==> src/rtl/fibo_pkg.sv <==
// -----------------------------------------------------------------------------
// fibo_pkg
// Shared definitions for the Fibonacci controller and its datapath:
//   - data / address / opcode widths
//   - ALU opcode constants and register-file index constants
//   - controller state enum and the per-state control word decode
// -----------------------------------------------------------------------------
package fibo_pkg;

  localparam int FIBO_W_CNT  = 4;
  localparam int FIBO_W_ADDR = 2;
  localparam int FIBO_W_OP   = 3;

  typedef logic [FIBO_W_ADDR-1:0] addr_t;
  typedef logic [FIBO_W_OP-1:0]   op_t;

  localparam op_t OP_NOP   = 3'b000;
  localparam op_t OP_ONE   = 3'b001;  // result = 1
  localparam op_t OP_DEC   = 3'b011;  // result = A - 1
  localparam op_t OP_ADD   = 3'b110;  // result = A + B
  localparam op_t OP_PASSB = 3'b111;  // result = B

  localparam addr_t R_NUM0 = 2'd0;
  localparam addr_t R_NUM1 = 2'd1;
  localparam addr_t R_TMP  = 2'd2;
  localparam addr_t R_CNT  = 2'd3;

  typedef enum logic [3:0] {
    IDLE, LDCNT, INIT0, INIT1, MOV, ADD, SWP, DEC, DONE
  } state_e;

  // Datapath control word presented in each state (write enable handled apart).
  typedef struct packed {
    addr_t wa;
    logic  ld;
    addr_t ra1;
    addr_t ra2;
    op_t   op;
  } ctrl_t;

  function automatic ctrl_t state_ctrl(input state_e s);
    ctrl_t c;
    c = '0;
    case (s)
      LDCNT:   c = '{wa: R_CNT,  ld: 1'b1, ra1: R_NUM0, ra2: R_NUM0, op: OP_NOP};
      INIT0:   c = '{wa: R_NUM0, ld: 1'b0, ra1: R_NUM0, ra2: R_NUM0, op: OP_ONE};
      INIT1:   c = '{wa: R_NUM1, ld: 1'b0, ra1: R_NUM1, ra2: R_NUM0, op: OP_ONE};
      MOV:     c = '{wa: R_TMP,  ld: 1'b0, ra1: R_NUM0, ra2: R_NUM0, op: OP_PASSB};
      ADD:     c = '{wa: R_NUM0, ld: 1'b0, ra1: R_NUM0, ra2: R_NUM1, op: OP_ADD};
      SWP:     c = '{wa: R_NUM1, ld: 1'b0, ra1: R_NUM1, ra2: R_TMP,  op: OP_PASSB};
      DEC:     c = '{wa: R_CNT,  ld: 1'b0, ra1: R_CNT,  ra2: R_NUM0, op: OP_DEC};
      // DONE keeps R0 on the ALU output so data_out and the ALU agree.
      DONE:    c = '{wa: R_NUM0, ld: 1'b0, ra1: R_NUM0, ra2: R_NUM0, op: OP_PASSB};
      default: c = '0;
    endcase
    return c;
  endfunction

endpackage

==> src/rtl/fibo_controller.sv <==
// -----------------------------------------------------------------------------
// fibo_controller
// Sequences FIBO_DATAPATH to compute F(count+2), F(1)=F(2)=1:
//   R3<=count, R0<=1, R1<=1, then repeat {R2<=R0; R0<=R0+R1; R1<=R2; R3<=R3-1}
//   until the decrement result is zero. done is high while data_out holds R0.
// Ports:
//   Clk, Rst_n            clock, asynchronous active-low reset
//   start                 level request, sampled only in IDLE
//   count                 iteration count (zero-ness latched at acceptance)
//   zero_flag             datapath ALU result == 0
//   wrt_adder, wrt_en     datapath write address / enable
//   load_data             select external count as write data
//   rd_addr1, rd_addr2    ALU operand addresses
//   alu_opcode            ALU operation
//   busy                  high from start acceptance until DONE
//   done                  high in DONE
//   ovf                   only with FIBO_OVF_DETECT_EN: result exceeds 4 bits
// Configuration macro: FIBO_OVF_DETECT_EN
// -----------------------------------------------------------------------------
module fibo_controller
  import fibo_pkg::*;
#(
  parameter int W_CNT  = FIBO_W_CNT,
  parameter int W_ADDR = FIBO_W_ADDR,
  parameter int W_OP   = FIBO_W_OP
) (
  input  logic              Clk,
  input  logic              Rst_n,
  input  logic              start,
  input  logic [W_CNT-1:0]  count,
  input  logic              zero_flag,
`ifdef FIBO_OVF_DETECT_EN
  output logic              ovf,
`endif
  output logic [W_ADDR-1:0] wrt_adder,
  output logic              wrt_en,
  output logic              load_data,
  output logic [W_ADDR-1:0] rd_addr1,
  output logic [W_ADDR-1:0] rd_addr2,
  output logic [W_OP-1:0]   alu_opcode,
  output logic              busy,
  output logic              done
);

  state_e r_state;
  logic   r_cnt_zero;  // count==0 at acceptance: skip the loop entirely
  ctrl_t  w_ctrl;
  logic   w_active;

  // NOTE: every register here is written with <= so all of them sample the
  // pre-edge values of one another.
  always_ff @(posedge Clk or negedge Rst_n) begin
    if (!Rst_n) begin
      r_state    <= IDLE;
      r_cnt_zero <= 1'b0;
    end else begin
      case (r_state)
        IDLE: if (start) begin
          r_state    <= LDCNT;
          r_cnt_zero <= (count == '0);
        end
        LDCNT:   r_state <= INIT0;
        INIT0:   r_state <= INIT1;
        INIT1:   r_state <= r_cnt_zero ? DONE : MOV;
        MOV:     r_state <= ADD;
        ADD:     r_state <= SWP;
        SWP:     r_state <= DEC;
        // zero_flag reflects R3-1 computed this cycle, i.e. the last pass.
        DEC:     r_state <= zero_flag ? DONE : MOV;
        // Wait for start to drop so a held request cannot retrigger.
        DONE:    if (!start) r_state <= IDLE;
        default: r_state <= IDLE;
      endcase
    end
  end

`ifdef FIBO_OVF_DETECT_EN
  // F(count+2) > 15 exactly when count+2 >= 8; extra bit avoids wrap at 14/15.
  logic r_ovf;
  always_ff @(posedge Clk or negedge Rst_n) begin
    if (!Rst_n) begin
      r_ovf <= 1'b0;
    end else if (r_state == IDLE && start) begin
      r_ovf <= (({1'b0, count} + (W_CNT+1)'(2)) >= (W_CNT+1)'(8));
    end else if (r_state == DONE && !start) begin
      r_ovf <= 1'b0;
    end
  end
  assign ovf = r_ovf;
`endif

  // NOTE: each signal gets its value at the top of the block, so no path
  // through it leaves a latch behind.
  always_comb begin
    w_ctrl   = state_ctrl(r_state);
    w_active = (r_state inside {LDCNT, INIT0, INIT1, MOV, ADD, SWP, DEC});
  end

  assign wrt_adder  = w_ctrl.wa;
  assign load_data  = w_ctrl.ld;
  assign rd_addr1   = w_ctrl.ra1;
  assign rd_addr2   = w_ctrl.ra2;
  assign alu_opcode = w_ctrl.op;
  assign wrt_en     = w_active;
  assign busy       = w_active;
  assign done       = (r_state == DONE);

endmodule

==> config.mk <==
export PLATFORM = sky130hd
export DESIGN_NAME = fibo_controller
export DESIGN_NICKNAME = d
export VERILOG_FILES = /design/src/rtl/fibo_pkg.sv /design/src/rtl/fibo_controller.sv
export SDC_FILE = /design/constraint.sdc
export NUM_CORES = 1
export LEC_CHECK = 0
export ABC_AREA = 1
export CORE_AREA = 2 2 39 41
export CTS_CLUSTER_DIAMETER = 40
export DETAILED_ROUTE_END_ITERATION = 8
export DIE_AREA = 0 0 41 43
export MAX_ROUTING_LAYER = met4
export PLACE_DENSITY = 0.7
export SLEW_MARGIN = 10
export SYNTH_ARGS = -nofsm -noshare
export SYNTH_HDL_FRONTEND = slang
export SYNTH_SLANG_ARGS = --single-unit
==> constraint.sdc <==
create_clock -name Clk -period 2.55 [get_ports Clk]
set_input_delay 0.51 -clock Clk [delete_from_list [all_inputs] [get_ports Clk]]
set_output_delay 0.51 -clock Clk [all_outputs]
set_load 0.005 [all_outputs]
# Word level (Yosys, flattened, before mapping)

Memories as Yosys holds them, arrays and structs flattened.
Cells that the tools add are included.

Input port bits: 8
Output and inout bits: 13
Register bits: 5
Memories: 1
Logic and storage cells: 23
ROM bits: 160

Memories:

| name            | words | width | rd ports | clocked after memory_dff | wr ports | line           | text |
|---|---|---|---|---|---|---|---|
| (no name shown) | 16    | 10    | 1        | 0                        | 0        | fibo_pkg.sv:44 | `case (s)` |

Mux-type cells: 5
Eq/ne operators: 10
Reduce and logical (&&, ||, !) cells: 5

Operators with widths:

| operator           | number |
|---|---|
| $pmux 4 s9         | 1 |
| $eq 4x3->1 const B | 4 |
| $mux 4             | 4 |
| $eq 4x2->1 const B | 2 |
| $logic_not 4->1    | 2 |
| $reduce_bool 7->1  | 1 |
| $eq 4x1->1 const B | 1 |
| $eq 4x4->1 const B | 1 |
| $ne 2x2->1 const B | 2 |
| $reduce_and 2->1   | 2 |

# Longest topological paths before layout

Gate-level depths: netlist of run 1.

Depth in word-level cells: 3
Mapped depth: 8
Gate-level depth less buffers: 8

# Least setup slack after synthesis of run 1

OpenSTA, ideal clock, no wires.

Path type: register to output
From: reg r_state[1]
To: out wrt_en
Stages on the path, launching flop included: 8
Setup slack: 0.838 ns
Path buffers: 1
Required time: 2.040 ns
Arrival time: 1.202 ns
Cell sequence: dfrtp_1 inv_1 ha_1 nor2_1 nor2_1 a21oi_1 nand3b_1 buf_4

Longest elaborated chain between the ends: 2
Elaborated cells between the ends (all ways): 8
Classes of those cells: 7 x eq/ne; 1 x reduce/logical

Ends and longest elaborated chain:

| element                            | line                  | text |
|---|---|---|
| from (decl)                        | fibo_controller.sv:45 | `state_e r_state;` |
| from (signal assigned)             | fibo_controller.sv:64 | `INIT1: r_state <= r_cnt_zero ? DONE : MOV;` |
| from (signal assigned)             | fibo_controller.sv:69 | `DEC: r_state <= zero_flag ? DONE : MOV;` |
| $eq 4x1->1 (tied with other cells) | fibo_controller.sv:96 | `w_active = (r_state inside {LDCNT, INIT0, INIT1, MOV, ADD, SWP, DEC});` |
| $reduce_bool 7->1 *                | fibo_controller.sv:96 |  |
| to (decl)                          | fibo_controller.sv:36 | `output logic wrt_en,` |

Every way passes the cells marked *; elsewhere a longest branch is shown, timed or not.

# Worst setup path in the final report of run 1

From: reg r_state[0]
To: out wrt_en

The elaborated chain is that of the path after synthesis.

==> results of run 1 <==
[synthesized netlist by cell type]
cell type  count  area share (%)
a21oi_1        2             2.1
buf_4          1             1.6
dfrtp_1        5              26
ha_1           5              13
inv_1         12             9.5
nand2_1       28              22
nand3_1        4             4.2
nand3b_1       1             1.6
nand4_1        1             1.3
nor2_1         9             7.1
nor2_4         1             2.4
o211ai_1       1             1.6
o21ai_0        5             5.3
o21ai_2        1             1.8
[power by group through the flow]
stage / clock network [uW] / logic, uW / registers (uW)
after CTS: 94.1 / 517 / 142
after global placement: 0 / 519 / 141
after floorplan: 0 / 281 / 136
after detailed placement: 0 / 516 / 143
after global routing: 98.0 / 590 / 149
final: 89.1 / 527 / 142
[routing by layer]
layer  global-route usage [%]  wire length, um  vias up
li1                         -                -      281
met1                     21.7              555      225
met2                     20.9              500       11
met3                     4.71               44        0
met4                     8.00                0        0
met5                        -                0        -
[per-stage QoR]
stage | util [%] | instances | total power (uW) | area [sq um]
final | 52.4 | 115 | 759 | 724
after global placement | 49.7 | 111 | 660 | 688
after floorplan | - | 76 | 417 | 475
after CTS | 51.6 | 115 | 752 | 714
after detailed placement | 49.7 | 111 | 659 | 688
after global routing | 52.4 | 115 | 836 | 724
[how the worst max path moves through the flow]
| stage | from | endpoint | slack, ns | cells past startpoint |
|---|---|---|---|---|
| final | r_state[0] | wrt_en | 0.15 | 5 |
| after global routing | r_state[0] | busy | 0.002 | 5 |
| after CTS | r_state[1] | alu_opcode[0] | 0.11 | 5 |
| after detailed placement | r_state[1] | alu_opcode[0] | 0.37 | 5 |
| after global placement | r_state[0] | busy | 0.43 | 5 |
| after floorplan | r_state[1] | wrt_en | 0.84 | 7 |
[registers in the layout, indices dropped and copies added (netlist names)]
signal	cells
r_cnt_zero	1
r_state	4
[layout by cell type (no fill, tap or decap)]
cell type | netlist | routed
nand3_2 | 0 | 1
a21oi_1 | 2 | 2
nand2_1 | 28 | 28
clkbuf_4 | 0 | 3
dfrtp_1 | 5 | 5
o211ai_1 | 1 | 1
ha_2 | 0 | 2
ha_1 | 5 | 3
o21ai_2 | 1 | 1
nor2_4 | 1 | 1
o21ai_0 | 5 | 5
inv_1 | 12 | 12
clkdlybuf4s50_1 | 0 | 20
nand4_1 | 1 | 1
nand3_1 | 4 | 3
clkbuf_1 | 0 | 1
nor2_1 | 9 | 9
nand3b_1 | 1 | 1
[cells by family (layout without fill, tap and decap cells)]
| group | after synthesis | count (layout) | share of synthesized area (%) |
|---|---|---|---|
| adders and majority gates | 5 | 5 | 13.2 |
| and+or+nand+nor | 44 | 44 | 38.7 |
| DFF | 5 | 5 | 26.3 |
| AOI/OAI and AO/OA | 9 | 9 | 10.8 |
| buffers and inverters | 13 | 36 | 11.1 |
[layout make-up]
class	count	area, sq um	share of cell area (%)
Multi-Input combinational cell	58	308	42.5
Sequential cell	5	125	17.3
Clock buffer	4	26.3	3.63
Tap cell	16	20.0	2.76
Inverter	12	45.0	6.22
Timing Repair Buffer	20	200	27.6
==> results.py, run 1 <==
metrics = {
    "placement": {
        "place_congestion": 0.861,
        "pre_cts_ws_ns": 0.370,
        "dp_hpwl_um": 900,
        "port_buffers": 20,
    },
    "sta": {
        "period_needed_ns": 2.40,
        "finalSetupViolCount": 0,
        "slew_headroom_pct": 81.7,
        "worstMarginPinSlew_ns": 0.274,
        "setup_ws_ns": 0.155,
        "whs_ns": 0.491,
        "max_freq_mhz": 417,
        "slew_viol_final": 0,
        "finalHoldViolations": 0,
        "fin_tns_setup_ns": 0,
        "skew_ns": 0.00339,
        "fin_crit_sh_pct": 93.9,
        "rsz0062_at_grt": "false",
    },
    "final_layout": {
        "drive_above_1_share_pct": 8.08,
        "diodes": 0,
        "area_growth_pct": 52.4,
        "num-fill-cells": 141,
        "final_nets": 113,
    },
    "floorplan": {
        "top_level_ports": 21,
        "die_y_um": 43,
        "die_area_sq_um": 1760,
        "die_w_um": 41,
        "fp.coreArea_sq_um": 1380,
        "start_util_pct": 34.4,
        "num_rows": 14,
    },
    "route": {
        "ant_nets": 0,
        "wirelength_um": 1100,
        "num_vias": 517,
        "drtPass1Iterations": 4,
        "drt_iter0_markers": 17,
        "drc": 0,
        "vias_per_cell": 4.50,
        "wire_per_inst_um": 9.57,
    },
    "synth": {
        "synth-seq-area-share_pct": 26.3,
        "synth_area_sq_um": 475,
        "synth_warnings": 0,
        "postSynthCellCount": 76,
        "synthesis.nets": 89,
        "ys_ff_latch": 5,
        "synth.avg_cell_area_sq_um": 6.26,
        "synth_cell_types": 14,
    },
    "worst_setup_path": {
        "critical_path_arrival_ns": 1.89,
        "rr_endpoint": "r_state[1]",
        "cp_top_family": "buffers and inverters",
        "path_class": "reg -> out",
        "r2r-start": "r_state[1]",
        "r2r_setup_slack_ns": 1.17,
        "critPathMaxStageDelay_ns": 0.50,
        "cp-start-kind": "flip-flop",
        "crit_path_top_delay_cell": "clkdlybuf4s50_1",
        "end_kind": "output port",
        "worst-path-buf-inv": 1,
        "cp_cell_sequence": "ha_1, nand2_1, nor2_1, nand3b_1, clkdlybuf4s50_1",
        "required_ns": 2.04,
        "cp_max_fo": 6,
        "r2r_cells": 7,
    },
    "global_route": {
        "grt_start_max_net_pins": 9,
        "grt_pass1_wl_um": 1860,
        "antenna_found_initial": 0,
        "grt_overflow": 0,
        "grt.total_usage_pct": 16.0,
        "grt_pass1_vias": 473,
    },
    "clock_network": {
        "cts_buffer_depth": 2,
        "cts_resized": 0,
        "cts_sinks": 5,
        "postCtsSetupRepairBufs": 0,
        "clk_pin_slew_ns": 0.04,
        "cts_buffers": 3,
        "cts_hold_buf": 0,
        "cts_tree": "built",
        "cts_max_level": 1,
        "ctsRootBufferMaster": "clkbuf_4",
        "clkLatencyLatePin_ns": 0.24,
    },
    "pwr": {
        "p_sw_share_pct": 41.5,
        "p_sw_uw": 315,
        "power_frac_seq_pct": 18.8,
        "leakage_uw": 0.000379,
        "peakVddDrop_mv": 0.654,
        "power_per_cell_area_nw_per_um2": 1050,
        "share_comb_of_total_power_pct": 69.5,
        "p_int_uw": 444,
        "p_clk_share_pct": 11.7,
    },
    "run": {
        "cap_violations": 0,
    },
    "run_status": {
        "status": "finished clean",
    },
    "min_path": {
        "worstHoldPathType": "in -> async",
    },
}
Power figures use the tool's default switching activity.
==> run 2: changes to the inputs <==
- ABC_AREA: 1 -> 0
- GPL_TIMING_DRIVEN: unset -> 1
==> results.py, run 2 <==
metrics = {
    "run_status": {
        "status": "finished clean",
    },
    "synth": {
        "synth_compound_area_share_pct": 16.8,
        "synth_xor_area_share_pct": 1.84,
        "post-synth-top-count-cell": "nand2_1",
        "synth_edf_count": 0,
        "postSynthCellCount": 61,
        "synth-simple-area-share_pct": 25.3,
        "synth-seq-area-share_pct": 26.3,
        "synthesis.nets": 74,
        "synth.avg_cell_area_sq_um": 7.79,
        "synthTopCellsByArea": "dfrtp_1 26%, ha_1 13%, a21oi_1 6.3%, nand2_1 5.5%, inv_1 4.7%",
        "synth-main-ff-cell": "dfrtp_1",
        "synth_cell_types": 27,
        "synth_area_sq_um": 475,
        "synth_warnings": 0,
        "yosys-top-cells-count": "7 x nand2_1, 6 x a21oi_1, 6 x inv_1",
        "ys_ff_latch": 5,
        "async_reset_ff_share_pct": 100,
        "synth_top_area_share_pct": 26.3,
        "synth_top_family_by_area": "simple AND/OR/NAND/NOR gates",
        "yosysTopAreaCell": "dfrtp_1",
        "synth_mux_area_share_pct": 7.37,
        "yosys.area_share.adder_pct": 13.2,
    },
    "final_layout": {
        "diodes": 0,
        "final_common_cell": "clkdlybuf4s50_1",
        "final_area_sq_um": 714,
        "final_nets": 97,
        "largest_reg_flops": 4,
        "drive_above_1_share_pct": 10.8,
        "top_register": "r_state",
        "top_regs": "r_state (4), r_cnt_zero (1)",
        "area_growth_pct": 50.3,
        "final_cell_mix": "20 x clkdlybuf4s50_1, 7 x nand2_1, 6 x inv_1, 6 x a21oi_1",
    },
    "min_path": {
        "worstHoldPathType": "in -> async",
    },
    "clock_network": {
        "cts_buffers": 3,
        "cts_sinks": 5,
        "cts_max_level": 1,
        "clkLatencyLatePin_ns": 0.23,
        "cts_buffer_depth": 2,
        "ctsRootBufferMaster": "clkbuf_4",
        "cts_resized": 0,
        "cts_hold_buf": 0,
        "postCtsSetupRepairBufs": 0,
        "cts_tree": "built",
        "clk_pin_slew_ns": 0.04,
    },
    "worst_setup_path": {
        "path_class": "reg -> out",
        "cp_cell_sequence": "inv_1, ha_2, and2b_4, nand2_1, o21ai_0, clkdlybuf4s50_1",
        "critical_path_arrival_ns": 1.92,
        "worst-path-buf-inv": 2,
        "r2r-start": "r_state[1]",
        "critPathMaxStageDelay_ns": 0.52,
        "r2r_cells": 5,
        "required_ns": 2.04,
        "end_kind": "output port",
        "r2r_setup_slack_ns": 1.04,
        "rr_endpoint": "r_cnt_zero",
        "cp_max_fo": 7,
        "cp-start-kind": "flip-flop",
        "cp_top_family": "buffers and inverters",
        "crit_path_top_delay_cell": "clkdlybuf4s50_1",
    },
    "placement": {
        "dp_hpwl_um": 878,
        "dpl_cell_area_sq_um": 686,
        "place_congestion": 0.806,
        "port_buffers": 20,
    },
    "sta": {
        "period_needed_ns": 2.43,
        "slew_viol_final": 0,
        "slew_headroom_pct": 74.7,
        "skew_ns": 0.000942,
        "finalSetupViolCount": 0,
        "rsz0062_at_grt": "false",
        "max_freq_mhz": 412,
        "whs_ns": 0.494,
        "fin_crit_sh_pct": 95.2,
        "fin_tns_setup_ns": 0,
        "finalHoldViolations": 0,
        "worstMarginPinSlew_ns": 0.380,
    },
    "route": {
        "ant_nets": 0,
        "wirelength_um": 1100,
        "drt_iter0_markers": 5,
        "drc": 0,
        "drtPass1Iterations": 4,
        "vias_per_cell": 4.76,
        "num_vias": 471,
        "wire_per_inst_um": 11.1,
    },
    "floorplan": {
        "num_rows": 14,
        "fp.coreArea_sq_um": 1380,
        "die_y_um": 43,
        "die_area_sq_um": 1760,
        "top_level_ports": 21,
        "start_util_pct": 34.4,
        "die_w_um": 41,
    },
    "run": {
        "cap_violations": 0,
    },
    "global_route": {
        "grt_pass1_wl_um": 1770,
        "antenna_found_initial": 0,
        "grt_start_max_net_pins": 13,
        "grt_pass1_vias": 470,
        "grt_overflow": 0,
        "grt.total_usage_pct": 15.0,
    },
    "pwr": {
        "fin_total_pwr_uw": 905,
        "peakVddDrop_mv": 0.511,
        "leakage_uw": 0.000316,
        "power_per_cell_area_nw_per_um2": 1270,
    },
}
run 2: cell count changes after synthesis, moves of 2 or more:
cell,delta
buf_2,+2
nand3_1,-3
nor3b_1,+2
nand2_1,-21
nor2_1,-4
a21oi_1,+4
inv_1,-6
nor3_1,+2
mux2i_1,+2
o21ai_0,-2
run 2: worst max path at each step:
stage / slack [ns] / endpoint / depth (start not counted) / startpoint
finish: 0.12 / alu_opcode[0] / 6 / r_state[1]
detailed placement: 0.34 / alu_opcode[0] / 6 / r_state[1]
CTS: 0.07 / alu_opcode[0] / 6 / r_state[1]
floorplan: 0.89 / wrt_en / 5 / r_state[1]
global route: 0.0002 / alu_opcode[0] / 6 / r_state[1]
global placement: 0.37 / alu_opcode[2] / 6 / r_state[1]
run 2: final cells by class:
class | count | area (sq um)
clock buffer | 4 | 26.3
fill | 143 | 669
inverter | 7 | 26.3
multi-input combinational | 46 | 309
sequential | 5 | 125
tap | 16 | 20.0
timing repair buffer | 21 | 208
run 2: per-stage QoR:
stage	setup WS [ns]	std cells	utilization (%)
6_report	0.121	99	51.6
5_1_grt	0.000204	99	51.6
4_1_cts	0.0747	99	51.4
3_5_place_dp	0.336	95	49.5
3_3_place_gp	0.374	95	49.5
2_1_floorplan	0.889	61	-
run 2: cells by family (layout without fill, tap and decap cells):
kind of cell               count (synthesis)  in the layout
and+or+nand+nor                           23             23
AOI/OAI and AO/OA                         14             14
buffers and inverters                     10             32
adders and majority gates                  5              5
DFF                                        5              5
muxes                                      3              3
xor gates and xnor gates                   1              1
run 2: report_power, final:
group | switching [uW] | internal (uW) | total [uW]
sequential | 51.5 | 114 | 166
clock | 29.1 | 58.9 | 88.0
combinational | 279 | 372 | 651
total | 360 | 545 | 905
run 2: routing by layer:
metal	vias to the layer above	track usage, %	share of wire (%)
met5	-	-	0
met4	0	10.0	0
met3	0	1.57	2.5
met2	11	21.9	50
met1	209	18.8	47
li1	251	-	-
run 2: worst reg2reg max path: cells and delay by family (launching register included):
| kind | cells | cell delay, ns |
|---|---|---|
| fa+ha+maj | 1 | 0.23 |
| flops | 1 | 0.45 |
| simple gates | 2 | 0.28 |
| mux | 1 | 0.30 |
| buf+inv | 1 | 0.12 |
==> run 3: changes to the inputs <==
- CELL_PAD_IN_SITES_DETAIL_PLACEMENT: unset -> 0
- CELL_PAD_IN_SITES_GLOBAL_PLACEMENT: unset -> 1
- CORE_AREA: 2 2 39 41 -> unset
- CORE_MARGIN: unset -> 1.5
- CORE_UTILIZATION: unset -> 29
- DIE_AREA: 0 0 41 43 -> unset
- PLACE_DENSITY: 0.7 -> 0.79
==> results.py, run 3 (same netlist as run 2, synthesis figures left out) <==
metrics = {
    "run_status": {
        "status": "finished clean",
    },
    "placement": {
        "port_buffers": 20,
        "place_congestion": 0.753,
        "dp_hpwl_um": 826,
    },
    "floorplan": {
        "num_rows": 14,
        "start_util_pct": 31.2,
        "die_area_sq_um": 1890,
        "top_level_ports": 21,
        "die_y_um": 43.5,
        "fp.coreArea_sq_um": 1520,
        "die_w_um": 43.5,
    },
    "clock_network": {
        "clk_pin_slew_ns": 0.04,
        "cts_tree": "built",
        "cts_buffer_depth": 2,
        "cts_hold_buf": 0,
        "cts_buffers": 3,
        "cts_max_level": 1,
        "cts_sinks": 5,
        "clkLatencyLatePin_ns": 0.24,
        "postCtsSetupRepairBufs": 0,
        "ctsRootBufferMaster": "clkbuf_4",
        "cts_resized": 0,
    },
    "global_route": {
        "grt_overflow": 0,
        "grt.total_usage_pct": 13.4,
        "grt_pass1_vias": 455,
        "grt_start_max_net_pins": 13,
        "grt_pass1_wl_um": 1880,
        "antenna_found_initial": 0,
    },
    "sta": {
        "skew_ns": 0.00220,
        "max_freq_mhz": 416,
        "finalSetupViolCount": 0,
        "rsz0062_at_grt": "false",
        "whs_ns": 0.487,
        "worstMarginPinSlew_ns": 0.394,
        "fin_tns_setup_ns": 0,
        "fin_crit_sh_pct": 94.3,
        "slew_viol_final": 0,
        "finalHoldViolations": 0,
        "period_needed_ns": 2.41,
        "slew_headroom_pct": 73.7,
    },
    "worst_setup_path": {
        "critical_path_arrival_ns": 1.90,
        "cp-start-kind": "flip-flop",
        "path_class": "reg -> out",
        "cp_max_fo": 6,
        "end_kind": "output port",
        "required_ns": 2.04,
    },
    "pwr": {
        "peakVddDrop_mv": 0.518,
        "power_per_cell_area_nw_per_um2": 1270,
        "leakage_uw": 0.000316,
        "fin_total_pwr_uw": 919,
    },
    "final_layout": {
        "diodes": 0,
        "top_register": "r_state",
        "area_growth_pct": 52.6,
        "final_common_cell": "clkdlybuf4s50_1",
        "largest_reg_flops": 4,
        "final_nets": 97,
        "final_cell_mix": "20 x clkdlybuf4s50_1, 7 x nand2_1, 6 x inv_1, 6 x a21oi_1, 5 x nor2_1",
        "drive_above_1_share_pct": 12.0,
        "top_regs": "r_state (4), r_cnt_zero (1)",
    },
    "route": {
        "drtPass1Iterations": 4,
        "wire_per_inst_um": 10.8,
        "drt_iter0_markers": 7,
        "vias_per_cell": 4.73,
        "num_vias": 468,
        "drc": 0,
        "wirelength_um": 1070,
        "ant_nets": 0,
    },
    "run": {
        "cap_violations": 0,
    },
    "min_path": {
        "worstHoldPathType": "in -> async",
    },
}
## run 3: cell counts in the layout (fill, tap and decap cells not counted)
No cell type changed its count.
## run 3: stage by stage
| stage | setup WS (ns) | cells | area, sq um | util [%] |
|---|---|---|---|---|
| 3_3_place_gp | 0.319 | 95 | 686 | 45.0 |
| 6_report | 0.145 | 99 | 726 | 47.6 |
| 5_1_grt | 0.0297 | 99 | 726 | 47.6 |
| 3_5_place_dp | 0.312 | 95 | 686 | 45.0 |
| 2_1_floorplan | 0.889 | 61 | 475 | - |
| 4_1_cts | 0.0535 | 99 | 712 | 46.7 |
## run 3: layer usage
metal / wire length, um / GRT usage, % / vias up
li1: - / - / 250
met1: 506 / 16.4 / 207
met2: 531 / 20.3 / 11
met3: 37 / 2.50 / 0
met4: 0 / 7.88 / 0
met5: 0 / - / -
## run 3: area by class of cell
class,count,area (sq um)
clock buffer,4,26.3
fill,147,798
inverter,7,26.3
multi-input combinational,46,319
sequential,5,126
tap,16,20.0
timing repair buffer,21,208
## run 3: critical path, cell delays in order (launching register included)
cell	delay, ns
dfrtp_1	0.43
inv_1	0.15
ha_4	0.18
and2b_4	0.18
nand2_1	0.09
o21ai_0	0.11
clkdlybuf4s50_1	0.52
## run 3: path summary, 6_finish.rpt
check | slack, ns | from | to | cells after the start
worst max-delay path | 0.14 | r_state[0] | alu_opcode[2] | 6
worst min-delay path | 0.49 | Rst_n | r_state[0] | 1
worst max register to register | 1.10 | r_state[0] | r_cnt_zero | 5
worst min register to register | 0.51 | r_cnt_zero | r_cnt_zero | 1
max in group asynchronous | 1.86 | Rst_n | r_state[1] | 1
min in group Clk | 0.51 | r_cnt_zero | r_cnt_zero | 1
## run 3: report_power, final
part           switching, uW  internal [uW]  leakage [uW]
sequential              74.4            116     0.0000638
combinational            260            381      0.000237
clock                   29.2           58.9     0.0000150
